## src/rtl/iomem_cfgchain_loader_pkg.sv

```systemverilog
// Shared constants, register map and shifter state encoding
// for the iomem configuration-chain loader.
package iomem_cfgchain_pkg;

   localparam logic [31:0] CFG_BASE_ADDR = 32'h0300_0000;
   localparam int          CFG_CNT_W     = 16;

   localparam logic [1:0] REG_CTRL   = 2'd0;
   localparam logic [1:0] REG_STATUS = 2'd1;
   localparam logic [1:0] REG_DATA   = 2'd2;
   localparam logic [1:0] REG_LEN    = 2'd3;

   localparam int CTRL_START  = 0;
   localparam int CTRL_ABORT  = 1;

   localparam int STAT_BUSY   = 0;
   localparam int STAT_FULL   = 1;
   localparam int STAT_DONE   = 2;
   localparam int STAT_REM_LO = 16;

   typedef enum logic [2:0] {
      S_IDLE,
      S_FETCH,
      S_LO,
      S_HI,
      S_DONE
   } cfg_state_t;

   function automatic logic [31:0] status_word(
      input logic        busy,
      input logic        full,
      input logic        done,
      input logic [15:0] rem
   );
      logic [31:0] w;
      w = '0;
      w[STAT_BUSY] = busy;
      w[STAT_FULL] = full;
      w[STAT_DONE] = done;
      w[STAT_REM_LO +: 16] = rem;
      return w;
   endfunction

endpackage

```

## src/rtl/iomem_cfgchain_loader_if.sv

```systemverilog
// PicoRV32-style iomem bus bundle between the CPU side
// and the configuration-chain loader.
interface iomem_cfgchain_loader_if;

   logic        iomem_valid;
   logic        iomem_ready;
   logic [3:0]  iomem_wstrb;
   logic [31:0] iomem_addr;
   logic [31:0] iomem_wdata;
   logic [31:0] iomem_rdata;

   modport master (
      output iomem_valid,
      output iomem_wstrb,
      output iomem_addr,
      output iomem_wdata,
      input  iomem_ready,
      input  iomem_rdata
   );

   modport slave (
      input  iomem_valid,
      input  iomem_wstrb,
      input  iomem_addr,
      input  iomem_wdata,
      output iomem_ready,
      output iomem_rdata
   );

endinterface

```

## src/rtl/iomem_cfgchain_loader_shifter.sv

```systemverilog
// Chain sequencer: fetches words from the holding buffer and
// shifts them LSB-first with a generated prog_clk, capturing tail.
module cfgchain_shifter
   import iomem_cfgchain_pkg::*;
#(
   parameter int CNT_W = CFG_CNT_W
) (
   input  logic             clk,
   input  logic             resetn,
   input  logic             i_start,
   input  logic             i_abort,
   input  logic [CNT_W-1:0] i_len,
   input  logic             i_buf_full,
   input  logic [31:0]      i_buf,
   input  logic             i_tail,
   output logic             o_fetch,
   output logic             o_busy,
   output logic             o_done,
   output logic [CNT_W-1:0] o_remaining,
   output logic [31:0]      o_tail_cap,
   output logic             o_prog_clk,
   output logic             o_head
);

   cfg_state_t       r_state;
   logic [31:0]      r_sh;
   logic [5:0]       r_bitcnt;
   logic [CNT_W-1:0] r_remaining;
   logic [31:0]      r_tail_cap;
   logic             r_prog_clk;
   logic             r_head;
   logic             r_done;

   assign o_fetch     = (r_state == S_FETCH) && i_buf_full && !i_abort;
   assign o_busy      = (r_state == S_FETCH) || (r_state == S_LO)
                     || (r_state == S_HI);
   assign o_done      = r_done;
   assign o_remaining = r_remaining;
   assign o_tail_cap  = r_tail_cap;
   assign o_prog_clk  = r_prog_clk;
   assign o_head      = r_head;

   // Tail is sampled on the edge that raises prog_clk, i.e. before
   // the chain flops advance, so it sees the previous chain output.
   always_ff @(posedge clk or negedge resetn) begin
      if (!resetn) begin
         r_state     <= S_IDLE;
         r_sh        <= '0;
         r_bitcnt    <= '0;
         r_remaining <= '0;
         r_tail_cap  <= '0;
         r_prog_clk  <= 1'b0;
         r_head      <= 1'b0;
         r_done      <= 1'b0;
      end else if (i_abort) begin
         r_state    <= S_IDLE;
         r_prog_clk <= 1'b0;
         r_head     <= 1'b0;
         r_done     <= 1'b0;
      end else begin
         unique case (r_state)
            S_IDLE, S_DONE: begin
               r_prog_clk <= 1'b0;
               if (i_start) begin
                  if (i_len != '0) begin
                     r_state     <= S_FETCH;
                     r_remaining <= i_len;
                     r_done      <= 1'b0;
                  end else begin
                     r_state <= S_DONE;
                     r_done  <= 1'b1;
                  end
               end
            end
            S_FETCH: begin
               r_prog_clk <= 1'b0;
               if (i_buf_full) begin
                  r_sh     <= i_buf;
                  r_bitcnt <= '0;
                  r_head   <= i_buf[0];
                  r_state  <= S_LO;
               end
            end
            S_LO: begin
               r_prog_clk  <= 1'b1;
               r_tail_cap  <= {i_tail, r_tail_cap[31:1]};
               r_sh        <= {1'b0, r_sh[31:1]};
               r_remaining <= r_remaining - 1'b1;
               r_bitcnt    <= r_bitcnt + 1'b1;
               r_state     <= S_HI;
            end
            S_HI: begin
               r_prog_clk <= 1'b0;
               if (r_remaining == '0) begin
                  r_state <= S_DONE;
                  r_done  <= 1'b1;
               end else if (r_bitcnt == 6'd32) begin
                  r_state <= S_FETCH;
               end else begin
                  r_head  <= r_sh[0];
                  r_state <= S_LO;
               end
            end
            default: r_state <= S_IDLE;
         endcase
      end
   end

endmodule

```

## src/rtl/iomem_cfgchain_loader.sv

```systemverilog
// iomem responder: register file, holding buffer and DATA-write
// stall logic in front of the configuration-chain shifter.
module iomem_cfgchain_loader
   import iomem_cfgchain_pkg::*;
#(
   parameter logic [31:0] BASE_ADDR = CFG_BASE_ADDR,
   parameter int          CNT_W     = CFG_CNT_W
) (
   input  logic                    clk,
   input  logic                    resetn,
   iomem_cfgchain_loader_if.slave  bus,
   output logic                    prog_clk,
   output logic                    ccff_head,
   input  logic                    ccff_tail,
   output logic                    cfg_done
);

   logic             r_ready;
   logic [31:0]      r_rdata;
   logic             r_start;
   logic             r_abort;
   logic [CNT_W-1:0] r_len;
   logic [31:0]      r_buf;
   logic             r_buf_full;

   logic             w_sel;
   logic [1:0]       w_reg;
   logic             w_wr;
   logic             w_stall;
   logic             w_acc;
   logic             w_fetch;
   logic             w_busy;
   logic             w_done;
   logic [CNT_W-1:0] w_remaining;
   logic [31:0]      w_tail_cap;
   logic [31:0]      w_rdata;
   logic [31:0]      w_len_ext;
   logic             w_unused;

   assign w_sel = bus.iomem_valid
               && (bus.iomem_addr[31:4] == BASE_ADDR[31:4]);
   assign w_reg = bus.iomem_addr[3:2];
   assign w_wr  = |bus.iomem_wstrb;

   // Only a DATA write that would clobber a word still owed to
   // an active shift waits; when idle the buffer is overwritten.
   assign w_stall = w_wr && (w_reg == REG_DATA)
                 && r_buf_full && w_busy;
   assign w_acc   = w_sel && !r_ready && !w_stall;

   assign w_unused = &{1'b0, bus.iomem_addr[1:0]};

   always_comb begin
      w_rdata = '0;
      unique case (w_reg)
         REG_CTRL:   w_rdata = '0;
         REG_STATUS: w_rdata = status_word(w_busy, r_buf_full,
                               w_done, 16'(w_remaining));
         REG_DATA:   w_rdata = w_tail_cap;
         REG_LEN:    w_rdata = 32'(r_len);
      endcase
   end

   always_comb begin
      w_len_ext = 32'(r_len);
      for (int b = 0; b < 4; b++) begin
         if (bus.iomem_wstrb[b]) begin
            w_len_ext[b*8 +: 8] = bus.iomem_wdata[b*8 +: 8];
         end
      end
   end

   always_ff @(posedge clk or negedge resetn) begin
      if (!resetn) begin
         r_ready    <= 1'b0;
         r_rdata    <= '0;
         r_start    <= 1'b0;
         r_abort    <= 1'b0;
         r_len      <= '0;
         r_buf      <= '0;
         r_buf_full <= 1'b0;
      end else begin
         r_ready <= w_acc;
         r_rdata <= w_acc ? w_rdata : '0;
         r_start <= w_acc && w_wr && (w_reg == REG_CTRL)
                 && bus.iomem_wdata[CTRL_START];
         r_abort <= w_acc && w_wr && (w_reg == REG_CTRL)
                 && bus.iomem_wdata[CTRL_ABORT];
         if (w_acc && w_wr && (w_reg == REG_LEN)) begin
            r_len <= w_len_ext[CNT_W-1:0];
         end
         if (w_fetch) begin
            r_buf_full <= 1'b0;
         end
         if (w_acc && w_wr && (w_reg == REG_DATA)) begin
            r_buf      <= bus.iomem_wdata;
            r_buf_full <= 1'b1;
         end
         if (r_abort) begin
            r_buf_full <= 1'b0;
         end
      end
   end

   assign bus.iomem_ready = r_ready;
   assign bus.iomem_rdata = r_rdata;

   cfgchain_shifter #(
      .CNT_W (CNT_W)
   ) u_shifter (
      .clk         (clk),
      .resetn      (resetn),
      .i_start     (r_start),
      .i_abort     (r_abort),
      .i_len       (r_len),
      .i_buf_full  (r_buf_full),
      .i_buf       (r_buf),
      .i_tail      (ccff_tail),
      .o_fetch     (w_fetch),
      .o_busy      (w_busy),
      .o_done      (w_done),
      .o_remaining (w_remaining),
      .o_tail_cap  (w_tail_cap),
      .o_prog_clk  (prog_clk),
      .o_head      (ccff_head)
   );

   assign cfg_done = w_done;

endmodule

```

## src/flat_wrapper.sv

```systemverilog
// flat-port wrapper written by rule: the top's interface ports become plain ports
module iomem_cfgchain_loader_flat import iomem_cfgchain_pkg::*;
#(
   parameter logic [31:0] BASE_ADDR = CFG_BASE_ADDR,
   parameter int          CNT_W     = CFG_CNT_W
)
  (clk, resetn, prog_clk, ccff_head, ccff_tail, cfg_done, bus_iomem_valid, bus_iomem_wstrb, bus_iomem_addr, bus_iomem_wdata, bus_iomem_ready, bus_iomem_rdata);
  iomem_cfgchain_loader_if bus_i ();
  input  logic clk;
  input  logic resetn;
  output logic prog_clk;
  output logic ccff_head;
  input  logic ccff_tail;
  output logic cfg_done;
  input wire logic [$bits(bus_i.iomem_valid)-1:0] bus_iomem_valid;
  input wire logic [$bits(bus_i.iomem_wstrb)-1:0] bus_iomem_wstrb;
  input wire logic [$bits(bus_i.iomem_addr)-1:0] bus_iomem_addr;
  input wire logic [$bits(bus_i.iomem_wdata)-1:0] bus_iomem_wdata;
  output wire logic [$bits(bus_i.iomem_ready)-1:0] bus_iomem_ready;
  output wire logic [$bits(bus_i.iomem_rdata)-1:0] bus_iomem_rdata;
  assign bus_i.iomem_valid = bus_iomem_valid;
  assign bus_i.iomem_wstrb = bus_iomem_wstrb;
  assign bus_i.iomem_addr = bus_iomem_addr;
  assign bus_i.iomem_wdata = bus_iomem_wdata;
  assign bus_iomem_ready = bus_i.iomem_ready;
  assign bus_iomem_rdata = bus_i.iomem_rdata;
  iomem_cfgchain_loader #(.BASE_ADDR(BASE_ADDR), .CNT_W(CNT_W)) u_core (.clk(clk), .resetn(resetn), .bus(bus_i), .prog_clk(prog_clk), .ccff_head(ccff_head), .ccff_tail(ccff_tail), .cfg_done(cfg_done));
endmodule
```

## config.mk

```make
export PLATFORM = sky130hd
export DESIGN_NAME = iomem_cfgchain_loader_flat
export DESIGN_NICKNAME = d
export VERILOG_FILES = /design/src/rtl/iomem_cfgchain_loader_pkg.sv /design/src/rtl/iomem_cfgchain_loader_if.sv /design/src/rtl/iomem_cfgchain_loader_shifter.sv /design/src/rtl/iomem_cfgchain_loader.sv /design/src/flat_wrapper.sv
export SDC_FILE = /design/constraint.sdc
export NUM_CORES = 1
export LEC_CHECK = 0
export CAP_MARGIN = 10
export CORE_MARGIN = 3
export CORE_UTILIZATION = 45
export CTS_CLUSTER_DIAMETER = 50
export CTS_CLUSTER_SIZE = 28
export DETAILED_ROUTE_END_ITERATION = 8
export PLACE_DENSITY = 0.78
export SLEW_MARGIN = 10
export SYNTH_ARGS = -nofsm -noshare
export SYNTH_HDL_FRONTEND = slang
export SYNTH_HIERARCHICAL = 1
export SYNTH_SLANG_ARGS = --single-unit
```

## constraint.sdc

```tcl
create_clock -name clk -period 2.45 [get_ports clk]
set_input_delay 0.49 -clock clk [delete_from_list [all_inputs] [get_ports clk]]
set_output_delay 0.49 -clock clk [all_outputs]
set_load 0.03 [all_outputs]
```

==> results.cfg, run 1 <==
[layout]
multiInputGateArea_um2 = 3170
nets = 848
fillers = 1335
diodes = 0
drive_gt1_share_pct = 20.4
synthToLayoutAreaGrowth_pct = 26.0
seqCellArea_um2 = 4400

[setup_path]
cpMaxStageDelayCell = clkdlybuf4s50_1
cp-end-kind = flip-flop
critical_path.most_common_cell = buf_4
crit_arrival_ps = 2600
r2r_setup_slack_ps = 270
path_cells = clkdlybuf4s50_1, nor4b_1, nand4_1, buf_4, nor4_4, buf_4, mux2_2
cpLargestDelayFamily = buffers and inverters
crit_path_start_kind = primary input
cp.required_ps = 2760
rr_worst_depth = 5
reg2reg_from = u_core/u_shifter/r_state[0]$_DFFE_PN0P_
crit_buf_inv = 3
path_class = primary input to flip-flop
reg2reg_to = u_core/u_shifter/o_remaining[7]$_DFFE_PN0P_
worstPathMaxFanout = 13
slowest_delay_ps = 480

[routing]
drc_errors = 0
drt_wl_total_mm = 17.6
avgViaCountPerCell = 5.58
ant_nets = 0
via_count = 5593
wl_per_cell_um = 17.6
drt_iter0_markers = 411
drt_first_pass_iters = 5

[timing]
min_period_ps = 2290
clock_skew_ps = 7.32
final_max_slew_viol_count = 0
setup_violations = 0
max_freq_ghz = 0.437
fin_crit_sh_pct = 93.4
finalHoldViolCount = 0
rsz0062_at_grt = no
relSlewSlack_pct = 60.9
setup_tns_ps = 0
worst_slack_ps = 162
worst-slew-pin-transition_ps = 583

[clocking]
clockRootBuffer = clkbuf_16
h-tree-depth = 4
numCtsBuffers = 17
clk_path_buf_depth = 2
cts_hold_buf = 0
post-cts-setup-buffer-count = 0
cts_resized = 0
cts_tree = done
clock_latency_ps = 440
clkTransAtPathRegs_ps = 60
clock_sinks = 176

[die]
core_area_um2 = 16800
rows = 47
fp.dieH_um = 138
initial_core_util_pct = 46.5
die_w_um = 138
io_pins = 108
die_area_um2 = 18900

[yosys]
yosys-top-cells-area = dfrtp_1 57%, mux2_2 12%, mux2i_1 5.9%
synth_cell_type_count = 62
async_reset_ff_share_pct = 100
synth.top_cell.area_share_pct = 56.5
avgSynthCellArea_um2 = 11.9
ys.flop_type = dfrtp_1
yosysSeqAreaShare_pct = 56.5
yosysMostFrequentCell = dfrtp_1
synth_top_area_cell = dfrtp_1
yosys_warnings = 6
synth.top_cells.by_count = 176 x dfrtp_1, 83 x mux2_2, 54 x nor2_1, 46 x mux2i_1, 45 x nand2_1
syn_area_um2 = 7790
synth-edff-count = 0
synth_nets = 728
yosys_register_bits = 176
synthCells = 653

[grt]
grt_overflow_total = 0
grt_pass1_wl_mm = 29.6
grt_usage_pct = 20.3
grt_pass1_vias = 5879
antenna_found_initial = 0
grt_max_degree = 60

[flow_run]
maxCapViolCount = 0

[power]
powerDensity_nw_per_um2 = 586
leakage_nw = 4.35
ir_drop_mv = 0.473

[place]
dpl.hpwl_mm = 12.7
gp_congestion = 0.842
post-place-ws_ps = -292
port_buffers = 105

[run_status]
status = completed

[hold_path]
min_path_type = primary input to asynchronous set/reset pin
==> metal layers <==
metal,vias to the layer above,GRT usage (%),share of wire [%]
met3,33,4.67,6.5
met1,2726,26.0,42
met4,0,7.87,2.4
met5,-,0,0
met2,224,33.4,49
li1,2610,-,-
==> state kept, by name, summed over array words and instances, names as in the netlist <==
signal	count
u_core/u_shifter/r_sh	32
u_core/r_abort	1
u_core/r_len	16
u_core/u_shifter/o_head	1
u_core/u_shifter/o_done	1
u_core/u_shifter/o_tail_cap	32
u_core/r_buf_full	1
u_core/r_buf	32
u_core/u_shifter/r_state	3
u_core/r_start	1
u_core/bus.iomem_ready	1
u_core/u_shifter/r_bitcnt	6
u_core/u_shifter/o_remaining	16
u_core/u_shifter/o_prog_clk	1
u_core/bus.iomem_rdata	32
==> metrics by stage <==
step                hold WS [ps]  power [mW]  cell area, um2  instances  util [%]
finish                      28.5        5.75            9810       1003      58.6
detailed placement           471        3.19            9250        974      55.2
CTS                         46.8        5.81            9810       1003      58.6
global placement             462        3.19            9250        974      55.2
floorplan                    194        2.99            7790        653         -
global route                60.1        5.98            9810       1003      58.6
==> cells by family after synthesis <==
group / after synthesis / share of synthesized area [%]
AOI/OAI and AO/OA: 117 / 9.73
xor gates and xnor gates: 3 / 0.337
adders and majority gates: 3 / 0.482
buffers and inverters: 47 / 2.88
DFF: 176 / 56.5
muxes: 130 / 18.1
and+or+nand+nor: 177 / 12.0
==> worst register-to-register path, stage by stage (launching register included) <==
cell	delay, ps
dfrtp_1	460
or3b_4	450
a211oi_4	340
o21a_1	450
a21oi_1	120
a311oi_1	240
==> report_power, final <==
group | switching, mW | internal, mW
Sequential | 0.000772 | 2.91
Combinational | 0.105 | 0.122
Clock | 1.07 | 1.54
==> area by class of cell <==
cell class                      instances  share of cell area [%]
Multi-Input combinational cell        430                    32.3
Sequential cell                       176                    44.9
Inverter                               10                   0.382
Clock inverter                          8                    1.10
Clock buffer                           21                    4.69
Timing Repair Buffer                  138                    13.9
Tap cell                              220                    2.80
==> placed cells by master, fill, tap and decap left out, types with 3 or more instances in the layout <==
cell             Yosys  routed
o21ai_0             44      44
clkbuf_16            0      17
nor4_4               3       3
or4_1                3       3
buf_12               0       5
a22oi_1             20      20
clkdlybuf4s50_1      0     104
dfrtp_1            176     176
nor4b_1              3       3
ha_1                 3       3
mux2i_1             46      46
a311oi_1             3       3
and4_1               3       3
o22ai_1              4       4
nor3_1               8       8
nor2b_1              5       5
nand3_1             13      13
clkinv_4             0       3
nand4_1              4       4
buf_4                0      28
mux2_2              83      83
nand2_1             45      45
nor4_1              12      12
nand2b_1             6       6
inv_1               10      10
and2_1               4       4
o32ai_1              3       3
a21oi_1             19      19
nor2_1              54      54
==> worst max-delay path by stage <==
stage	endpoint	startpoint	cells past startpoint	slack, ps
detailed placement	u_core/r_buf[13]$_DFFE_PN0P_	bus_iomem_addr[24]	7	-290
CTS	u_core/r_buf[13]$_DFFE_PN0P_	bus_iomem_addr[24]	7	160
global placement	u_core/r_buf[9]$_DFFE_PN0P_	bus_iomem_addr[24]	7	-260
finish	u_core/r_buf[13]$_DFFE_PN0P_	bus_iomem_addr[24]	7	160
floorplan	u_core/r_buf[10]$_DFFE_PN0P_	bus_iomem_wstrb[1]	6	150
global route	u_core/u_shifter/o_remaining[7]$_DFFE_PN0P_	u_core/u_shifter/r_state[0]$_DFFE_PN0P_	5	110
(Power assumes the default switching activity.)
==> run 2, diff against run 1 <==
PLACE_DENSITY = 0.77   (was 0.78)
SYNTH_HIERARCHICAL = default   (was 1)
==> run 2 against run 1 <==
Against the previous run: die area rose by 3.4%; largest power group unchanged; critical path depth fell by 2; via count rose by 14%; flip-flop and latch count did not move; clock skew rose by 3.6 ps; combinational power rose by 5%; area after synthesis rose by 3.6%; register-to-register slack improved by 30 ps; global-route usage fell by 0.51 points.
==> results.cfg, run 2 <==
[grt]
grt_usage_pct = 19.8
met1_usage_pct = 27.5
grt_overflow_total = 0
antenna_found_initial = 0
gr-usage-met2_pct = 30.5
grt_busiest_layer = met2
grt_max_degree = 66
gr-usage-met3_pct = 4.88
grt_pass1_vias = 6157
grt_pass1_wl_mm = 31.4

[timing]
worst-slew-pin-transition_ps = 701
min_period_ps = 2150
fin_crit_sh_pct = 87.8
setup_tns_ps = 0
setup_violations = 0
finalHoldViolCount = 0
worst_slack_ps = 298
final_max_slew_viol_count = 0
relSlewSlack_pct = 53.2
max_freq_ghz = 0.465
clock_skew_ps = 11.0
rsz0062_at_grt = no

[hold_path]
holdCritStartpoint = u_core.u_shifter.r_sh[31]$_DFFE_PN0P_
hold_depth = 2
min_to = u_core.u_shifter.r_sh[31]$_DFFE_PN0P_
min_path_type = flip-flop to flip-flop

[routing]
via_count = 6395
avgViaCountPerCell = 5.64
drc_errors = 0
drt_iter0_markers = 502
drt_first_pass_iters = 5
drt_wl_total_mm = 19.0
ant_nets = 0
wl_per_cell_um = 16.8

[setup_path]
reg2reg_from = u_core.u_shifter.r_state[0]$_DFFE_PN0P_
cp-end-kind = flip-flop
crit_arrival_ps = 2450
r2r_setup_slack_ps = 300
path_class = flip-flop to flip-flop
reg2reg_to = u_core.u_shifter.o_remaining[5]$_DFFE_PN0P_
worstPathMaxFanout = 28
cp.required_ps = 2750
crit_path_start_kind = flip-flop
rr_worst_depth = 5

[yosys]
yosysMostFrequentCell = nand2_1
synth_top_area_cell = dfrtp_1
synthCells = 782
synth-edff-count = 0
synth_top_family_by_area = simple AND/OR/NAND/NOR gates
yosys_warnings = 0
syn_area_um2 = 8070
ys.flop_type = dfrtp_1
synth_cell_type_count = 63
avgSynthCellArea_um2 = 10.3
yosys_register_bits = 176
synth-compound-area-share_pct = 10.6
synth_xor_area_share_pct = 0
synth_adder_area_share_pct = 0.620
muxShareOfSynthArea_pct = 9.63
yosysSeqAreaShare_pct = 54.6
synth.top_cell.area_share_pct = 54.6
synth_nets = 858
yosys-top-cells-area = dfrtp_1 55%, nand2_1 8.6%, mux2_1 4.5%
synth.top_cells.by_count = 184 x nand2_1, 176 x dfrtp_1, 82 x nor2_1, 32 x a31oi_1, 32 x mux2_1
async_reset_ff_share_pct = 100
synthSimpleGateAreaFrac_pct = 20.9

[die]
rows = 48
fp.dieH_um = 140
core_area_um2 = 17400
die_area_um2 = 19600
die_w_um = 140
io_pins = 108
initial_core_util_pct = 46.3

[clocking]
h-tree-depth = 4
clkTransAtPathRegs_ps = 60
post-cts-setup-buffer-count = 0
clk_path_buf_depth = 2
cts_tree = done
numCtsBuffers = 17
cts_resized = 0
clock_latency_ps = 430
clock_sinks = 176
clockRootBuffer = clkbuf_16

[power]
powerDensity_nw_per_um2 = 568
leakage_nw = 4.71
power_mw = 5.76
ir_drop_mv = 0.506

[layout]
nets = 973
synthToLayoutAreaGrowth_pct = 25.8
final_cell_mix = 184 x nand2_1, 176 x dfrtp_1, 104 x clkdlybuf4s50_1
final_cells = 1133
diodes = 0
layout_commonest_cell = nand2_1
drive_gt1_share_pct = 12.2

[place]
dp_cells = 1102
dpl.hpwl_mm = 13.2
post-place-ws_ps = -60.5
gp_congestion = 0.951
port_buffers = 105

[run_status]
status = completed

[flow_run]
maxCapViolCount = 0
## run 2: changes by cell type after synthesis, moves of 28 or more
cell and delta:
a31oi_1 +31, nand2_1 +139, mux2_1 +31, mux2i_1 -31, nor2_1 +28, o21ai_0 -32
mux2_2 -70
## run 2: layer usage
metal / routed length (um) / vias to the layer above
met3: 1430 / 39
met2: 8700 / 254
met5: 0 / -
met1: 8460 / 3118
li1: - / 2984
met4: 458 / 0
## run 2: cell families after synthesis
logic type | after synthesis
multiplexers | 68
AND/OR/NAND/NOR | 349
AO/OA/AOI/OAI | 121
adder cells (fa/ha/maj) | 4
flip-flops | 176
buffers and inverters | 64
## run 2: stage by stage
stage | util [%] | area (um2) | hold slack [ps]
2_1_floorplan | - | 8070 | 194
3_3_place_gp | 55.0 | 9580 | 395
3_5_place_dp | 55.0 | 9580 | 395
4_1_cts | 58.3 | 10200 | 475
5_1_grt | 58.3 | 10200 | 507
6_report | 58.3 | 10200 | 469
## run 2: critical path: stages, from the launching register on
cell	delay, ps
dfrtp_1	490
buf_4	220
or4b_1	590
buf_4	270
a221oi_2	310
o22ai_1	140
## run 2: layout make-up
type / instances / area, um2
well taps: 225 / 282
fillers: 1462 / 7270
clock buffers: 19 / 433
flip-flops and latches: 176 / 4400
inverters: 12 / 45.0
multi-input cells: 542 / 3390
clock inverters: 11 / 130
repair buffers: 148 / 1470
## run 2: report_power, final
part	internal, mW	switching [mW]
Sequential	2.91	0.0000000201
Clock	1.50	1.12
Combinational	0.127	0.112
Total	4.53	1.23
## run 2: worst max-delay path by stage
stage	from	to	slack (ps)
5_1_grt	u_core.u_shifter.r_state[0]$_DFFE_PN0P_	u_core.u_shifter.r_bitcnt[2]$_DFFE_PN0P_	110
3_3_place_gp	bus_iomem_addr[10]	u_core.r_buf[15]$_DFFE_PN0P_	-30
4_1_cts	u_core.u_shifter.r_state[0]$_DFFE_PN0P_	u_core.u_shifter.o_remaining[5]$_DFFE_PN0P_	300
2_1_floorplan	u_core.bus.iomem_ready$_DFF_PN0_	u_core.r_len[0]$_DFFE_PN0P_	490
6_report	u_core.u_shifter.r_state[0]$_DFFE_PN0P_	u_core.u_shifter.o_remaining[5]$_DFFE_PN0P_	300
3_5_place_dp	bus_iomem_addr[10]	u_core.r_buf[29]$_DFFE_PN0P_	-60
## run 2: repair_timing
action / in CTS / in global routing
endpoints found under the setup margin: 0 / 0
endpoints found under the hold margin: 31 / 0
hold buffers: 1 / 0
==> run 3, diff against run 2 <==
==> constraint.sdc (replaced) <==
create_clock -name clk -period 2.45 [get_ports clk]
set_input_delay 0.49 -clock clk [delete_from_list [all_inputs] [get_ports clk]]
set_output_delay 0.49 -clock clk [all_outputs]
set_load 0.01 [all_outputs]
==> results of run 3 <==
No change in the layout: final DEF, timing and power equal those of run 2.
